## src/rtl/inner_product_engine.sv

```systemverilog
// inner_product_engine: broadcasts one operand per beat to NUM_PE multiply-accumulate lanes
// and emits one rescaled, saturated (optionally ReLU'd) packed word per output group.
module inner_product_engine #(
    parameter int NUM_PE    = 4,
    parameter int OP_WIDTH  = 16,
    parameter int ACC_WIDTH = 48,
    parameter int FRAC_BITS = 0,
    parameter int LEN_WIDTH = 10
) (
    input  logic                         clk,
    input  logic                         reset,
    input  logic                         cfg_valid,
    output logic                         cfg_ready,
    input  logic [LEN_WIDTH-1:0]         cfg_len,
    input  logic [LEN_WIDTH-1:0]         cfg_groups,
    input  logic                         cfg_relu,
    input  logic                         in_valid,
    output logic                         in_ready,
    input  logic [OP_WIDTH-1:0]          in_data,
    input  logic [NUM_PE*OP_WIDTH-1:0]   in_weight,
    output logic                         out_valid,
    input  logic                         out_ready,
    output logic [NUM_PE*OP_WIDTH-1:0]   out_data,
    output logic                         done
);

    typedef enum logic [1:0] {IDLE, ACCUM, DRAIN, OUTPUT} state_t;

    localparam logic signed [ACC_WIDTH-1:0] SAT_MAX = {{(ACC_WIDTH-OP_WIDTH+1){1'b0}}, {(OP_WIDTH-1){1'b1}}};
    localparam logic signed [ACC_WIDTH-1:0] SAT_MIN = {{(ACC_WIDTH-OP_WIDTH+1){1'b1}}, {(OP_WIDTH-1){1'b0}}};

    state_t                        state_q, state_d;
    logic [LEN_WIDTH-1:0]          len_q, len_d, groups_q, groups_d;
    logic [LEN_WIDTH-1:0]          beat_q, beat_d, group_q, group_d;
    logic                          relu_q, relu_d, drain_q, drain_d;
    logic                          cfg_ready_q, cfg_ready_d, in_ready_q, in_ready_d;
    logic                          out_valid_q, out_valid_d, done_q, done_d;
    logic [NUM_PE*OP_WIDTH-1:0]    out_data_q, out_data_d;
    logic                          p_valid_q, p_valid_d, p_first_q, p_first_d;
    logic signed [2*OP_WIDTH-1:0]  prod_q [NUM_PE];
    logic signed [2*OP_WIDTH-1:0]  prod_d [NUM_PE];
    logic signed [ACC_WIDTH-1:0]   acc_q [NUM_PE];
    logic signed [ACC_WIDTH-1:0]   acc_d [NUM_PE];
    logic                          beat_fire, out_fire, last_beat, last_group;

    assign cfg_ready  = cfg_ready_q;
    assign in_ready   = in_ready_q;
    assign out_valid  = out_valid_q;
    assign out_data   = out_data_q;
    assign done       = done_q;
    assign beat_fire  = in_valid && in_ready_q;
    assign out_fire   = out_valid_q && out_ready;
    assign last_beat  = beat_q == len_q;
    assign last_group = group_q == groups_q;

    function automatic logic [OP_WIDTH-1:0] rescale(input logic signed [ACC_WIDTH-1:0] a, input logic relu);
        logic signed [ACC_WIDTH-1:0] r;
        r = a >>> FRAC_BITS;
        return (relu && r[ACC_WIDTH-1]) ? '0 :
               (r > SAT_MAX) ? SAT_MAX[OP_WIDTH-1:0] :
               (r < SAT_MIN) ? SAT_MIN[OP_WIDTH-1:0] : r[OP_WIDTH-1:0];
    endfunction

    always_comb begin
        state_d    = state_q;
        len_d      = len_q;
        groups_d   = groups_q;
        relu_d     = relu_q;
        beat_d     = beat_q;
        group_d    = group_q;
        drain_d    = 1'b0;
        done_d     = 1'b0;
        out_data_d = out_data_q;
        if (state_q == IDLE && cfg_valid) begin
            state_d  = ACCUM;
            len_d    = cfg_len;
            groups_d = cfg_groups;
            relu_d   = cfg_relu;
            beat_d   = '0;
            group_d  = '0;
        end
        if (state_q == ACCUM && beat_fire) begin
            beat_d  = last_beat ? '0 : beat_q + LEN_WIDTH'(1);
            state_d = last_beat ? DRAIN : ACCUM;
        end
        // The accumulator settles one cycle into DRAIN, so the second DRAIN cycle captures it.
        if (state_q == DRAIN) begin
            drain_d = !drain_q;
            state_d = drain_q ? OUTPUT : DRAIN;
            for (int i = 0; i < NUM_PE; i++)
                out_data_d[i*OP_WIDTH +: OP_WIDTH] = drain_q ? rescale(acc_q[i], relu_q) : out_data_q[i*OP_WIDTH +: OP_WIDTH];
        end
        if (state_q == OUTPUT && out_fire) begin
            done_d  = last_group;
            state_d = last_group ? IDLE : ACCUM;
            group_d = group_q + LEN_WIDTH'(1);
        end
        cfg_ready_d = state_d == IDLE;
        in_ready_d  = state_d == ACCUM;
        out_valid_d = state_d == OUTPUT;
        p_valid_d   = beat_fire;
        p_first_d   = beat_fire ? beat_q == '0 : p_first_q;
        for (int i = 0; i < NUM_PE; i++) begin
            prod_d[i] = beat_fire ? (2*OP_WIDTH)'($signed(in_data)) * (2*OP_WIDTH)'($signed(in_weight[i*OP_WIDTH +: OP_WIDTH])) : prod_q[i];
            acc_d[i]  = !p_valid_q ? acc_q[i] :
                        p_first_q  ? ACC_WIDTH'(prod_q[i]) : acc_q[i] + ACC_WIDTH'(prod_q[i]);
        end
    end

    always_ff @(posedge clk or negedge reset) begin
        if (!reset) begin
            state_q     <= IDLE;
            len_q       <= '0;
            groups_q    <= '0;
            relu_q      <= 1'b0;
            beat_q      <= '0;
            group_q     <= '0;
            drain_q     <= 1'b0;
            cfg_ready_q <= 1'b1;
            in_ready_q  <= 1'b0;
            out_valid_q <= 1'b0;
            done_q      <= 1'b0;
            out_data_q  <= '0;
            p_valid_q   <= 1'b0;
            p_first_q   <= 1'b0;
            for (int i = 0; i < NUM_PE; i++) begin
                prod_q[i] <= '0;
                acc_q[i]  <= '0;
            end
        end else begin
            state_q     <= state_d;
            len_q       <= len_d;
            groups_q    <= groups_d;
            relu_q      <= relu_d;
            beat_q      <= beat_d;
            group_q     <= group_d;
            drain_q     <= drain_d;
            cfg_ready_q <= cfg_ready_d;
            in_ready_q  <= in_ready_d;
            out_valid_q <= out_valid_d;
            done_q      <= done_d;
            out_data_q  <= out_data_d;
            p_valid_q   <= p_valid_d;
            p_first_q   <= p_first_d;
            for (int i = 0; i < NUM_PE; i++) begin
                prod_q[i] <= prod_d[i];
                acc_q[i]  <= acc_d[i];
            end
        end
    end

endmodule
```

## config.mk

```make
export PLATFORM = sky130hd
export DESIGN_NAME = inner_product_engine
export DESIGN_NICKNAME = d
export VERILOG_FILES = /design/src/rtl/inner_product_engine.sv
export SDC_FILE = /design/constraint.sdc
export NUM_CORES = 2
export LEC_CHECK = 0
export BUFFER_PORTS_ARGS = -buffer_cell sky130_fd_sc_hd__buf_2
export CAP_MARGIN = 10
export CORE_MARGIN = 5
export CORE_UTILIZATION = 40
export DETAILED_ROUTE_END_ITERATION = 7
export MAX_ROUTING_LAYER = met4
export PLACE_DENSITY = 0.66
export RECOVER_POWER = 50
export SYNTH_ARGS = -nofsm -noshare
export SYNTH_HDL_FRONTEND = slang
export SYNTH_SLANG_ARGS = --single-unit
```

## constraint.sdc

```tcl
create_clock -name clk -period 6.2 [get_ports clk]
set_input_delay 0.93 -clock clk [delete_from_list [all_inputs] [get_ports clk]]
set_output_delay 0.93 -clock clk [all_outputs]
set_load 0.05 [all_outputs]
```

==> metrics <==
Post-Synthesis Cells=7784; CTS buffer count=51; Worst path slowest cell=fa_2; first-pass GRT wire length=313000 um; layout cells sized above 1=0.147; core area=0.169 mm2; Post-synth EDFFs=0; Max Fclk=0.159 GHz; post-synthesis xor/xnor area fraction=0.0413; DP Wirelength=157000 um; RR Startpoint=p_valid_q; Max Buffers Root-to-Sink=3; Hold Crit Depth=1; syn nets=9461; post-synthesis async set-or-reset flop share=1.00; critical-path cell list=buf_6 > buf_12 > buf_4 > and2_1 > fa_1 > inv_1 > fa_2 > fa_2 > fa_1 > inv_1 > fa_1 > fa_1 > ha_4 > and3_4 > and2_4 > nand2_2 > o211ai_1 > a21oi_2 > or3_4 > a31oi_4 > and2_4 > o21ai_0 > a221o_1 > o21ai_1; Synth Cell Area=0.0676 mm2; Top FF cell, synth=dfrtp_1; status=finished with violations; Yosys warning count=0; row count=151; clk slew on worst S/H paths=0.06 ns; H-tree Lvls=2; vias per cell=5.21; count of final hold-check violations=0; #FFs+latches synth=434; share of the synthesized area in the top cell type=0.311; most used cell, CP=fa_1; Final ANT Viol Nets=0; r2r endpoint=acc_q[95]; combinational family with the most area after synthesis=adder cells; synth top area cells=fa_1 (31%), dfrtp_1 (16%), ha_1 (9.6%); initial antenna violation count=24; CP delay by family, top=adder cells; TritonCTS clock tree=built; failing checks=max-capacitance violations, max-slew violations, negative setup slack; final setup margin=-0.0855 ns; Synth Area in Compound Gates=0.131; Die Ht=421 um; PortBufs=173; IO Pins=174; RSZ-0062 raised after global routing=yes; Worst Path Arrival=6.80 ns; Area growth, synth to finish=17.1%; max cap viols=7; Residual DRC=0; DR WL/cell=18.4 um; post-synthesis mux area share=0.00657; largest net degree at the start of global routing=222; Crit path buffers/inverters=5; Crit Path Category=input port to flop; number of global-route vias before repair=57700; count of different cell masters after synthesis=83; GR Overflow Total=0; Post-Route Skew=0.0294 ns; Tightest Pin Transition=4.58 ns; Post-Synth Adder-Cell Area=0.407; Overall Global Routing Usage=0.222; # hold bufs at CTS=0; Worst Setup Start Kind=input port; Hold Startpoint=drain_q; CP required=6.72 ns; final setup violation count=5; Slew headroom=-2.05; Simple-Gate Fraction of Synth Area=0.164; clock sink count=434; Synth area leader=fa_1; final WL=195000 um; Total Nets Final=10000; Clock Latency Late Sink=0.62 ns; die footprint=0.177 mm2; most numerous cell in the Yosys netlist=inv_1; fillcell total=16100; WHS Endpoint=drain_q; FF-to-FF setup slack=0.87 ns; most frequent cells after synthesis=inv_1 (1254), fa_1 (1052), nand2_1 (999); syn avg cell area=8.69 um2; Initial Utilization=0.401; worst-path fanout max=12; worst r2r path cells=7; sequential share of the synthesized area=0.161; final worst-path cycle share=1.01; Routability Congestion=0.946; Setup TNS=-0.258 ns; vias=55400; Root Buffer=clkbuf_16; Setup crit end kind=flop; min cycle time layout=6.29 ns; CP max stage delay=0.54 ns; Iter 0 DRT Violations=3495; Hold Path Class=flop to flop; DR pass1 iterations=5; Slew Limit Fails=409; die extent in x=421 um
==> cell usage in the layout (no fill, tap or decap), types with 23 or more instances in the layout <==
cell	count
fa_2	39
o21bai_1	51
and3_1	31
ha_4	32
a21oi_2	30
nor4_1	44
buf_6	30
o21a_1	31
xor2_1	114
buf_4	613
nor3_1	33
clkbuf_16	61
nor2b_1	31
dfrtp_1	432
fa_1	1013
xnor2_1	198
nand2_1	984
inv_1	1218
and2_4	23
o21ai_0	299
ha_1	486
and2_1	478
nor2_1	419
inv_2	35
a31oi_1	54
nand3_1	70
mux2i_1	32
o211ai_1	26
nand4_1	80
nand2b_1	56
buf_2	156
buf_12	48
a21o_1	186
a21oi_1	504
o21ai_1	52
==> kinds of logic (layout without fill, tap and decap cells) <==
| logic type | after synthesis | after routing |
|---|---|---|
| and+or+nand+nor | 2351 | 2351 |
| buffers and inverters | 1618 | 2228 |
| adders and majority gates | 1571 | 1571 |
| AOI/OAI and AO/OA | 1448 | 1448 |
| DFF | 434 | 434 |
| xor gates and xnor gates | 319 | 319 |
| muxes | 43 | 43 |
| other | 0 | 21 |
==> registers in the layout, summed over array words and instances, names as in the netlist <==
signal and flops:
p_first_q 1, group_q 10, done 1, drain_q 1
acc_q 192, groups_q 10, beat_q 10, cfg_ready 1
out_data 64, out_valid 1, p_valid_q 1, in_ready 1
prod_q 128, relu_q 1, state_q 2, len_q 10
==> stage by stage <==
step / cell area (um2) / util / worst slack (ns) / instances / hold WS (ns)
floorplan: 68900 / - / -0.459 / 7784 / 0.407
global placement: 75900 / 0.450 / -0.846 / 10500 / 0.417
finish: 79200 / 0.469 / -0.0855 / 10600 / 0.431
CTS: 78200 / 0.463 / -0.0750 / 10600 / 0.356
detailed placement: 75900 / 0.450 / -0.921 / 10500 / 0.427
global route: 79200 / 0.469 / -0.289 / 10600 / 0.457
==> area by class of cell <==
cell class	instances	area [um2]	share of cell area
inverter	1255	4710	0.0595
sequential	434	10900	0.137
clock inverter	24	244	0.00308
clock buffer	69	1450	0.0184
tap	2218	2780	0.0350
antenna	21	52.6	0.000664
multi-input combinational	5732	51900	0.655
timing repair buffer	880	7210	0.0911
==> per-layer routing <==
metal  GRT usage  vias up  wire length, um
li1            -    26000                -
met1       0.299    27600            87100
met2       0.348     1407            89200
met3      0.0297      341            11000
met4      0.0768        0             7870
met5           -        -                0
==> worst max-delay path by stage <==
stage,from,to,slack [ns],cells after the start
after global routing,in_data[5],prod_q[62],-0.29,25
after CTS,in_data[10],prod_q[87],-0.07,25
after floorplan,in_data[15],prod_q[30],-0.46,25
final,in_data[5],prod_q[61],-0.09,24
after detailed placement,in_data[14],prod_q[87],-0.92,23
after global placement,in_data[14],prod_q[92],-0.85,24
==> what timing repair did <==
item,in CTS,in global routing
cloned,3,11
pin swaps,45,125
buffers inserted,26,29
endpoints found under the setup margin,36,46
gates resized for setup,67,153
Power is left out: the tool's default activity adds up to more than one toggle a clock period on the data nets, which glitch-free logic cannot reach.
